==> src/rtl/half_adder_unit.sv <==
// rtl/half_adder_unit.sv - registered multi-lane half adder with valid/ready stream and two-entry output skid buffer
module half_adder_unit #(
  parameter int WIDTH = 1
) (
  input  logic             clk,
  input  logic             rst_n,
  input  logic             in_valid,
  output logic             in_ready,
  input  logic [WIDTH-1:0] a,
  input  logic [WIDTH-1:0] b,
  output logic [WIDTH-1:0] carry,
  output logic [WIDTH-1:0] sum,
  output logic             out_valid,
  input  logic             out_ready
);

  typedef enum logic [1:0] {
    EMPTY = 2'd0,
    ONE   = 2'd1,
    TWO   = 2'd2
  } state_t;

  state_t           state;
  state_t           state_nxt;
  logic [WIDTH-1:0] skid_carry;
  logic [WIDTH-1:0] skid_sum;
  logic             accept;
  logic             drain;
  logic             load_out_new;
  logic             load_out_skid;
  logic             load_skid;

  // in_ready depends only on registered state, so out_ready never reaches it combinationally
  assign in_ready  = (state != TWO);
  assign out_valid = (state != EMPTY);
  assign accept    = in_valid && in_ready;
  assign drain     = out_valid && out_ready;

  always_comb begin
    state_nxt     = state;
    load_out_new  = 1'b0;
    load_out_skid = 1'b0;
    load_skid     = 1'b0;
    case (state)
      EMPTY: begin
        if (accept) begin
          load_out_new = 1'b1;
          state_nxt    = ONE;
        end
      end
      ONE: begin
        if (accept && drain) begin
          load_out_new = 1'b1;
        end else if (accept) begin
          load_skid = 1'b1;
          state_nxt = TWO;
        end else if (drain) begin
          state_nxt = EMPTY;
        end
      end
      TWO: begin
        if (drain) begin
          load_out_skid = 1'b1;
          state_nxt     = ONE;
        end
      end
      default: state_nxt = EMPTY;
    endcase
  end

  always_ff @(posedge clk or negedge rst_n) begin
    if (!rst_n) begin
      state <= EMPTY;
    end else begin
      state <= state_nxt;
    end
  end

  // Operands are only sampled on an accepted transfer, so idle X on a/b never lands in storage
  always_ff @(posedge clk or negedge rst_n) begin
    if (!rst_n) begin
      carry      <= '0;
      sum        <= '0;
      skid_carry <= '0;
      skid_sum   <= '0;
    end else begin
      if (load_out_new) begin
        carry <= a & b;
        sum   <= a ^ b;
      end else if (load_out_skid) begin
        carry <= skid_carry;
        sum   <= skid_sum;
      end
      if (load_skid) begin
        skid_carry <= a & b;
        skid_sum   <= a ^ b;
      end
    end
  end

endmodule

==> config.mk <==
export PLATFORM = sky130hd
export DESIGN_NAME = half_adder_unit
export DESIGN_NICKNAME = d
export VERILOG_FILES = /design/src/rtl/half_adder_unit.sv
export SDC_FILE = /design/constraint.sdc
export NUM_CORES = 1
export LEC_CHECK = 0
export BUFFER_PORTS_ARGS = -buffer_cell sky130_fd_sc_hd__buf_2
export CORE_AREA = 2 2 39 41
export DETAILED_ROUTE_END_ITERATION = 10
export DIE_AREA = 0 0 41 43
export SYNTH_ARGS = -nofsm -noshare
export SYNTH_HDL_FRONTEND = slang
export SYNTH_SLANG_ARGS = --single-unit
==> constraint.sdc <==
create_clock -name clk -period 2.15 [get_ports clk]
set_input_delay 0.215 -clock clk [delete_from_list [all_inputs] [get_ports clk]]
set_output_delay 0.215 -clock clk [all_outputs]
set_load 0.05 [all_outputs]
# --- Yosys cells after proc, flatten, opt, wreduce, memory -nomap -nowiden ---
# Cells that the tools add are included.
# Widths: inputs -> output; s select.
word_totals:
  reg_bits: 6
  input_bits: 6
  out_inout_bits: 4
  wordCells: 38
classes:
  eq_ne: 7
  n_mux: 17
  n_bitwise: 2
  n_reduce_logical: 7
ops:
  columns: ["operator", "count"]
  rows:
  - ["$mux 1", 10]
  - ["$mux 2", 5]
  - ["$ne 2x2->1 const B", 4]
  - ["$pmux 2 s3", 1]
  - ["$reduce_and 4->1", 1]
  - ["$reduce_bool 2->1", 2]
  - ["$logic_and 1x1->1", 3]
  - ["$ne 3x3->1 const B", 1]
  - ["$eq 2x1->1 const B", 1]
  - ["$eq 2x2->1 const B", 1]
  - ["$logic_not 2->1", 1]
  - ["$pmux 1 s2", 1]
  - ["$and 1x1->1", 1]
  - ["$xor 1x1->1", 1]

# --- Logic depth before layout (Yosys ltp) ---
# Gate-level depths: netlist of run 1.
depth:
  depth_word: 6
  ltp_mapped: 3
  mapped_depth_nobuf: 3

# --- Worst setup path after synthesis of run 1 ---
# OpenSTA, ideal clock, no wires.
synth_path:
  path_type: "register to register"
  startpoint: "register state[1]"
  endpoint: "register skid_carry"
  setup_ps: 125
  arrival_ps: 1194
  required_ps: 2025
  path_slack_ps: 831
  path_stages_with_launch: 4
  n_path_buf: 0
  period_less_slack_ps: 1319
  cell_sequence: "dfrtp_1 -> nor2b_2 -> nor3b_1 -> mux2_2"
synth_between:
  elab_chain_cells: 5
  word_cells_on_any_way: 9
  cone_classes: "2 x eq/ne; 3 x mux; 4 x reduce/logical"
synth_lines:
  columns: ["element", "line", "source"]
  rows:
  - ["start: declaration", "23", "state_t state;"]
  - ["start signal: assignment", "75", "state <= state_nxt;"]
  - ["$ne 2x2->1 or $reduce_bool 2->1 (tied branches)", "34, 35", null]
  - ["$logic_and 1x1->1, on equally long branches", "36, 37", null]
  - ["$mux 1 or $logic_and 1x1->1 (tied branches)", "54, 52", null]
  - ["$mux 1", "52", "if (accept && drain) begin"]
  - ["$mux 1 *", "44", "case (state)"]
  - ["end signal: assignment", "95", "skid_carry <= a & b;"]
  - ["end: declaration", "25", "logic [WIDTH-1:0] skid_carry;"]
# Every way passes the cells marked *; elsewhere a longest branch is shown, timed or not.
# A chain may end at the register's enable or synchronous reset.

# --- Worst setup path in the final report of run 1 ---
layout_path:
  startpoint: "register state[1]"
  endpoint: "output out_valid"
layout_between:
  elab_chain_cells: 1
layout_lines:
  columns: ["element", "line", "source"]
  rows:
  - ["$reduce_bool 2->1", "35", "assign out_valid = (state != EMPTY);"]
  - ["end: declaration", "13", "output logic out_valid,"]
# Every way passes these cells.

==> metrics.txt, run 1 <==
first-pass GRT wire length=about 840 um; RR Endpoint=skid_carry; drt first pass iters=2; Fin Setup TNS=0 ns; Root Buffer Master=clkbuf_4; DRC violations left=0; GPL Wtd Cong=a little over 0.7; Ant. Diodes=0; Worst path max stage delay=between 0.4 and 0.5 ns; Final Setup Violations=0; CP required=just under 2 ns; Die H=between 40 and 50 um; # H-tree levels=1; initial core utilization=between 20% and 30%; fraction of layout cells with a size suffix above 1=a little over half; CP arrival=roughly 1.2 ns; CP cell instances=or2_2 > buf_2; clock skew=around 0.0028 ns; vias in the first global route=around 230; DP Worst Slack=between 0.7 and 0.8 ns; Slowest-stage cell, CP=dfrtp_1; Hold Startpoint=out_ready; Switching Power=between 0.1 and 0.15 mW; largest net degree at the start of global routing=8; Min-Delay Path Class=input pin to flop; fin worst setup slack=between 0.7 and 0.8 ns; max_slew headroom=roughly 78%; RSZ-0062 raised after global routing=no; global router's overall resource usage=under 10%; Mapped Nets=33; Gate power share=between 30% and 40%; Total Die Area=approximately 1800 sq um; Tcrit/Tclk final=65.1%; routed wire length=slightly above 500 um; core outline area=between 1000 and 1500 sq um; synth unique cells=12; hold path endpoint=state[1]; status=finished clean; initial antenna violation count=0; switch share=a little over a third; Max Cap Violations=0; Power Dens Cells=approximately 1000 nW/um^2; Worst-Skew Late Latency=0.24 ns; syn avg cell area=approximately 12 sq um; Final Hold Viols=0; CP Launch Type=flop; CTS Sinks=6; vias=240; Clock Path Buffers=2; Reg2Reg Depth=3; Yosys reg bits=6; Detailed Route Iter0 Violations=2; remaining antenna violation count=0; peak supply drop=slightly below 0.3 mV; Num CTS Buffers=3; post-DR vias/cell=roughly 4.4; num rows=14; R2R Path Start=state[1]; Post-Syn Instances=26; sequential share of power=about two fifths; Top delay family on crit path=flip-flops; CP Class=flop to output pin; Ports=10; Worst-Margin Slew=roughly 0.33 ns; Clock Power Share=24.1%; WP buf/inv=1; Chip Width=41 um; Max Transition Viols Final=0; Post-layout nets=between 40 and 50; Netlist Area Pre-Place=309 sq um; critical path endpoint category=output pin; wire length per cell=approximately 9.4 um; Final min period=between 1 and 1.5 ns; CTS tree=built; # port buffers=9; cell depth of the worst hold path=2; P_int=0.267 mW; synth warn=0; grt ovf=0; flop2flop setup slack=between 0.7 and 0.8 ns; sequential fraction of the synthesis area=48.6%; Area growth, synth to finish=31.6%; Reg clk slew, reported paths=approximately 0.04 ns; Leak=roughly 0.19 nW; Max Clk Rate=714 MHz; CP Max Fanout=6
[cell type report]
| type | instances | area, sq um |
|---|---|---|
| well taps | 16 | 20.0 |
| inverters | 1 | 3.75 |
| clock buffers | 3 | 22.5 |
| flip-flops and latches | 6 | 150 |
| multi-input cells | 19 | 155 |
| repair buffers | 10 | 55.1 |
| fillers | 145 | 977 |
[how the worst max path moves through the flow]
stage	from	end	slack, ns	depth (start not counted)
2_1_floorplan	state[1]	skid_carry	0.83	3
3_3_place_gp	state[1]	skid_carry	0.76	3
3_5_place_dp	state[1]	skid_carry	0.75	3
4_1_cts	state[1]	out_valid	0.74	2
5_1_grt	state[1]	skid_carry	0.66	3
6_report	state[1]	out_valid	0.75	2
[kinds of logic (layout without fill, tap and decap cells)]
kind of cell / Yosys count / in the layout / synth area share (%)
muxes: 6 / 6 / 21.9
DFF: 6 / 6 / 48.6
and+or+nand+nor: 7 / 7 / 15.8
AOI/OAI and AO/OA: 5 / 5 / 8.50
adders and majority gates: 1 / 1 / 4.05
buffers and inverters: 1 / 14 / 1.21
[cells in the mapped netlist]
master    count  share of area, %
dfrtp_1       6                49
mux2_2        6                22
a21oi_1       3               4.9
nand2_1       2               2.4
nor3b_1       2               4.9
ha_1          1               4.0
inv_1         1               1.2
nand3b_2      1               3.6
nor2b_2       1               2.8
o21ai_0       1               1.6
o22ai_1       1               2.0
or2_2         1               2.0
[power by group through the flow]
stage,logic [mW],registers [mW],clock network [mW]
after floorplan,0.0831,0.199,0
after global placement,0.153,0.165,0
after detailed placement,0.153,0.165,0
after CTS,0.155,0.164,0.107
after global routing,0.165,0.168,0.115
final,0.153,0.163,0.100
[sequential cells by signal, summed over array words and instances, names as in the netlist]
| register | cells |
|---|---|
| carry | 1 |
| skid_carry | 1 |
| state | 2 |
| sum | 1 |
| skid_sum | 1 |
[per-stage QoR]
stage	area (sq um)	instances	total power, mW	util [%]	hold WS [ns]
global route	407	55	0.448	29.4	0.222
floorplan	309	26	0.282	-	-0.0806
global placement	374	51	0.318	27.0	0.0452
detailed placement	374	51	0.319	27.0	0.0463
finish	407	55	0.416	29.4	0.226
CTS	407	55	0.426	29.4	0.212
[routing by layer]
layer | track usage, % | routed length (um)
met1 | 7.19 | 224
met2 | 11.3 | 246
met3 | 3.14 | 38
met4 | 10.0 | 8
met5 | 0 | 0
[layout by cell type, fill, tap and decap left out, drive strengths merged]
cell         netlist  final
mux2               6      6
nor3b              2      2
or2                1      1
o22ai              1      1
dfrtp              6      6
nand2              2      2
a21oi              3      3
clkbuf             0      3
ha                 1      1
nor2b              1      1
o21ai              1      1
dlygate4sd3        0      1
buf                0      9
inv                1      1
nand3b             1      1
[repair_timing]
| item | in CTS | in global routing |
|---|---|---|
| gates resized for setup | 0 | 0 |
| buffers inserted | 0 | 0 |
| hold buffers | 1 | 0 |
| endpoints found under the setup margin | 0 | 0 |
| hold endpoints to repair | 6 | 0 |
Power figures use the tool's default switching activity.
==> run 2, diff against run 1 <==
clock period = 1.3 ns   (was 2.15 ns; I/O delays follow)
==> metrics.txt, run 2 (synthesized netlist as in run 1, its figures left out) <==
max_slew headroom=83.2% (+5.3 points); CTS tree=built; critical path endpoint category=flop; post-route cell area=480 sq um (+18%); peak supply drop=0.508 mV (+70%); Leak=0.236 nW (+24%); Worst-Margin Slew=0.253 ns (-0.0739 ns); Critical Path Sink=sum; vias in the first global route=217 (-4.0%); initial core utilization=22.3% (unchanged); power after layout=0.779 mW (+87%); Post-layout nets=52 (+8.3%); num rows=14 (unchanged); RSZ-0062 raised after global routing=yes; CP Class=flop to flop; fillers=145 (unchanged); Area growth, synth to finish=55.5%; Largest register FFs=2 (unchanged); CP required=1.42 ns (-0.51 ns); Max Clk Rate=around 770 MHz; # port buffers=9 (unchanged); DRC violations left=0 (unchanged); global router's overall resource usage=7.37% (-0.60 points); Die H=43 um (unchanged); Tcrit/Tclk final=approximately 100%; commonest non-fill, non-tap cell in the layout=buf_2; Worst-Skew Late Latency=0.24 ns (about the same); Detailed Route Iter0 Violations=0 (-2); Ports=10 (unchanged); clock skew=0.00282 ns (-0.0000155 ns); commonest cells after routing, fill and taps aside=buf_2, dfrtp_1; Max Cap Violations=0 (unchanged); status=finished clean; crit path launch=state[1]; Total Die Area=1760 sq um (unchanged); Fin Setup TNS=0 ns (unchanged); Final Setup Violations=0 (unchanged); Final Hold Viols=0 (unchanged); Power Dens Cells=1620 nW/um^2 (+58%); CTS Sinks=6 (unchanged); initial antenna violation count=0 (unchanged); CP Launch Type=flop; Final min period=1.30 ns; remaining antenna violation count=0 (unchanged); RR Endpoint=sum; core outline area=1380 sq um (unchanged); fraction of layout cells with a size suffix above 1=60.5% (+6.6 points); Post-Route Hold Slack=0.178 ns (-0.0486 ns); largest net degree at the start of global routing=8 (unchanged); Max Transition Viols Final=0 (unchanged); Num CTS Buffers=3 (unchanged); Reg clk slew, reported paths=0.04 ns (about the same); Min-Delay Path Class=input pin to flop; # H-tree levels=1 (unchanged); vias=260 (+8.3%); Ant. Diodes=0 (unchanged); CP arrival=1.42 ns (+0.23 ns); Reg2Reg Depth=4 (+1); GPL Wtd Cong=0.701 (-1.1%); Top reg by flops=state; register area=150 sq um (unchanged); flop2flop setup slack=0.001 ns (-0.75 ns); R2R Path Start=state[1]; HPWL after detailed placement=between 400 and 500 um; Root Buffer Master=clkbuf_4; multi-input logic area=185 sq um (+19%); drt first pass iters=1 (-1); routed wire length=602 um (+16%); Post-DP Area=402 sq um (+7.4%); first-pass GRT wire length=855 um (+1.7%); Chip Width=41 um (unchanged); grt ovf=0 (unchanged); wire length per cell=10.2 um (+8.3%); post-DR vias/cell=4.41 (+0.99%); Clock Path Buffers=2 (unchanged); CP Max Fanout=2 (-4)
## run 2: final cells by class
type	count	share of cell area [%]
repair buffers	14	20.6
clock buffers	3	4.69
multi-input cells	19	38.5
inverters	1	0.781
flip-flops and latches	6	31.2
well taps	16	4.17
## run 2: worst min-delay path by stage
stage	startpoint	endpoint	slack, ns	cells past startpoint
CTS	out_ready	state[1]	0.15	2
finish	out_ready	state[1]	0.18	2
global placement	rst_n	state[1]	-0.04	1
global route	out_ready	state[1]	0.19	2
detailed placement	rst_n	state[1]	-0.04	1
floorplan	rst_n	carry	-0.17	0
## run 2: stage by stage
stage,setup slack [ns],utilization [%],cells
floorplan,0.0568,-,26
global placement,0.0626,29.0,54
detailed placement,0.0592,29.0,54
CTS,-0.0215,32.8,59
global route,-0.0575,34.7,59
finish,0.00118,34.7,59
## run 2: power breakdown
group          internal, mW  total [mW]  leakage (nW)  switching (mW)
clock                 0.104       0.166        0.0138          0.0619
sequential            0.239       0.266        0.0746          0.0273
combinational         0.164       0.347         0.147           0.182
## run 2: per-layer routing
layer  routed length [um]  track usage (%)
met2                  292             9.69
met1                  285             8.85
met5                    0                0
met3                   24             3.14
met4                    0             6.00
## run 2: timing repair
item	4_1_cts	5_1_grt
resized for setup	4	7
cloned	0	0
setup buffers	1	0
endpoints found under the setup margin	1	5
endpoints found under the hold margin	6	0
hold buffers	1	0
## run 2: worst max-delay path, stage by stage, from the launching register on
cell and delay [ns]:
dfrtp_1 0.38, buf_6 0.13, nand3b_2 0.09, mux2_2 0.33
mux2_2 0.26
==> run 3, diff against run 2 <==
HOLD_SLACK_MARGIN = 0.08   (was unset)
REMOVE_ABC_BUFFERS = 1   (was unset)
==> metrics.txt, run 3 (synthesized netlist as in run 1, its figures left out) <==
status=finished clean; switch share=34.8% (-0.039 points); commonest non-fill, non-tap cell in the layout=buf_2; # H-tree levels=1 (unchanged); GPL Wtd Cong=0.684 (-2.4%); Num CTS Buffers=3 (unchanged); Max Cap Violations=0 (unchanged); Leak=0.223 nW (-5.3%); critical path endpoint category=flop; commonest cells after routing, fill and taps aside=buf_2, dfrtp_1, mux2_2; initial antenna violation count=0 (unchanged); wire length per cell=10.6 um (+4.3%); Tcrit/Tclk final=98.7% (-1.2 points); Worst-Margin Slew=0.320 ns (+0.0669 ns); fin worst setup slack=0.0168 ns (+0.0156 ns); CP arrival=1.40 ns (-0.02 ns); clock skew=0.00145 ns (-0.00137 ns); Reg clk slew, reported paths=0.04 ns (about the same); Final min period=1.28 ns (-0.0156 ns); Largest register FFs=2 (unchanged); Post-Route Hold Slack=0.169 ns (-0.00859 ns); DP Worst Slack=-0.109 ns (-0.169 ns); vias=256 (-1.5%); Ant. Diodes=0 (unchanged); RSZ-0062 raised after global routing=yes; remaining antenna violation count=0 (unchanged); num rows=14 (unchanged); Slowest-stage cell, CP=dfrtp_2; largest net degree at the start of global routing=8 (unchanged); Top reg by flops=state; CP Launch Type=flop; Chip Width=41 um (unchanged); global router's overall resource usage=8.98% (+1.6 points); drt first pass iters=4 (+3); # port buffers=9 (unchanged); crit path launch=state[1]; Critical Path Sink=sum; core outline area=1380 sq um (unchanged); vias in the first global route=260 (+20%); Worst path most repeated cell=mux2_2; Root Buffer Master=clkbuf_4; Clock Path Buffers=2 (unchanged); sequential share of power=35.6% (+1.4 points); CP required=1.42 ns (about the same); Switching Power=0.265 mW (-2.4%); grt ovf=0 (unchanged); Clock Power Share=21.5% (+0.2 points); Detailed Route Iter0 Violations=6 (+6); DRC violations left=0 (unchanged); Final Setup Violations=0 (unchanged); Worst-Skew Late Latency=0.24 ns (about the same); flop2flop setup slack=0.02 ns (+0.02 ns); CTS tree=built; fraction of layout cells with a size suffix above 1=61.9% (+1.4 points); CTS Sinks=6 (unchanged); peak supply drop=0.525 mV (+3.4%); Gate power share=42.8% (-1.7 points); Max Clk Rate=779 MHz (+1.2%); first-pass GRT wire length=986 um (+15%); RR Endpoint=sum; Reg2Reg Depth=3 (-1); post-DR vias/cell=4.41 (+0.16%); P_int=0.496 mW (-2.2%); CP Class=flop to flop; Total Die Area=1760 sq um (unchanged); CP cell instances=nand3b_2 > mux2_2 > mux2_2; CP Max Fanout=6 (+4); initial core utilization=22.3% (unchanged); Area growth, synth to finish=51.0%; Die H=43 um (unchanged); Max Transition Viols Final=0 (unchanged); Final Hold Viols=0 (unchanged); Post-layout nets=51 (-1.9%); routed wire length=617 um (+2.5%); Min-Delay Path Class=input pin to flop; Worst path max stage delay=0.45 ns (+0.07 ns); Power Dens Cells=1630 nW/um^2 (+0.57%); Ports=10 (unchanged); max_slew headroom=78.5% (-4.8 points); R2R Path Start=state[1]
==> run 3: changes by cell type in the layout (fill, tap and decap cells not counted), sizes merged <==
cell / delta
buf: -1
==> run 3: area by class of cell <==
| cell class | count | area (sq um) |
|---|---|---|
| flip-flops and latches | 6 | 151 |
| inverters | 1 | 3.75 |
| fillers | 147 | 917 |
| repair buffers | 13 | 87.6 |
| clock buffers | 3 | 22.5 |
| well taps | 16 | 20.0 |
| multi-input cells | 19 | 181 |
==> run 3: repair_timing <==
item / 4_1_cts / 5_1_grt
buffers inserted: 2 / 0
endpoints found under the setup margin: 3 / 5
hold buffers: 1 / 0
resized for setup: 6 / 4
hold endpoints to repair: 6 / 0
cloned: 0 / 0
==> run 3: layer usage <==
metal	track usage, %	vias up	wire (um)
met1	8.50	121	243
met2	14.1	6	331
li1	-	127	-
met5	0	-	0
met4	8.00	0	7
met3	3.14	2	35
==> run 3: per-stage QoR <==
step	instance area (sq um)	util (%)	setup TNS [ns]	total power, mW	cells
floorplan	309	-	-0.0376	0.467	26
global placement	382	27.6	-0.157	0.536	52
detailed placement	382	27.6	-0.215	0.537	52
CTS	453	32.7	0	0.752	58
global route	467	33.7	-0.0892	0.818	58
finish	467	33.7	0	0.761	58
==> run 3: worst min-delay path by stage <==
stage | start | to | depth (start not counted)
floorplan | rst_n | carry | 0
global placement | rst_n | sum | 1
detailed placement | rst_n | sum | 1
CTS | out_ready | state[1] | 2
global route | out_ready | state[1] | 2
finish | out_ready | state[1] | 2
==> run 3: worst max-delay path: cells and delay by family (launching register included) <==
| kind | cells | cell delay [ns] |
|---|---|---|
| muxes | 2 | 0.59 |
| and+or+nand+nor | 1 | 0.13 |
| DFF | 1 | 0.45 |
==> run 3: power by group through the flow <==
stage | logic, mW | clock network [mW] | registers [mW]
6_report | 0.326 | 0.164 | 0.271
5_1_grt | 0.353 | 0.187 | 0.278
4_1_cts | 0.310 | 0.175 | 0.267
3_5_place_dp | 0.267 | 0 | 0.270
3_3_place_gp | 0.267 | 0 | 0.269
2_1_floorplan | 0.137 | 0 | 0.330
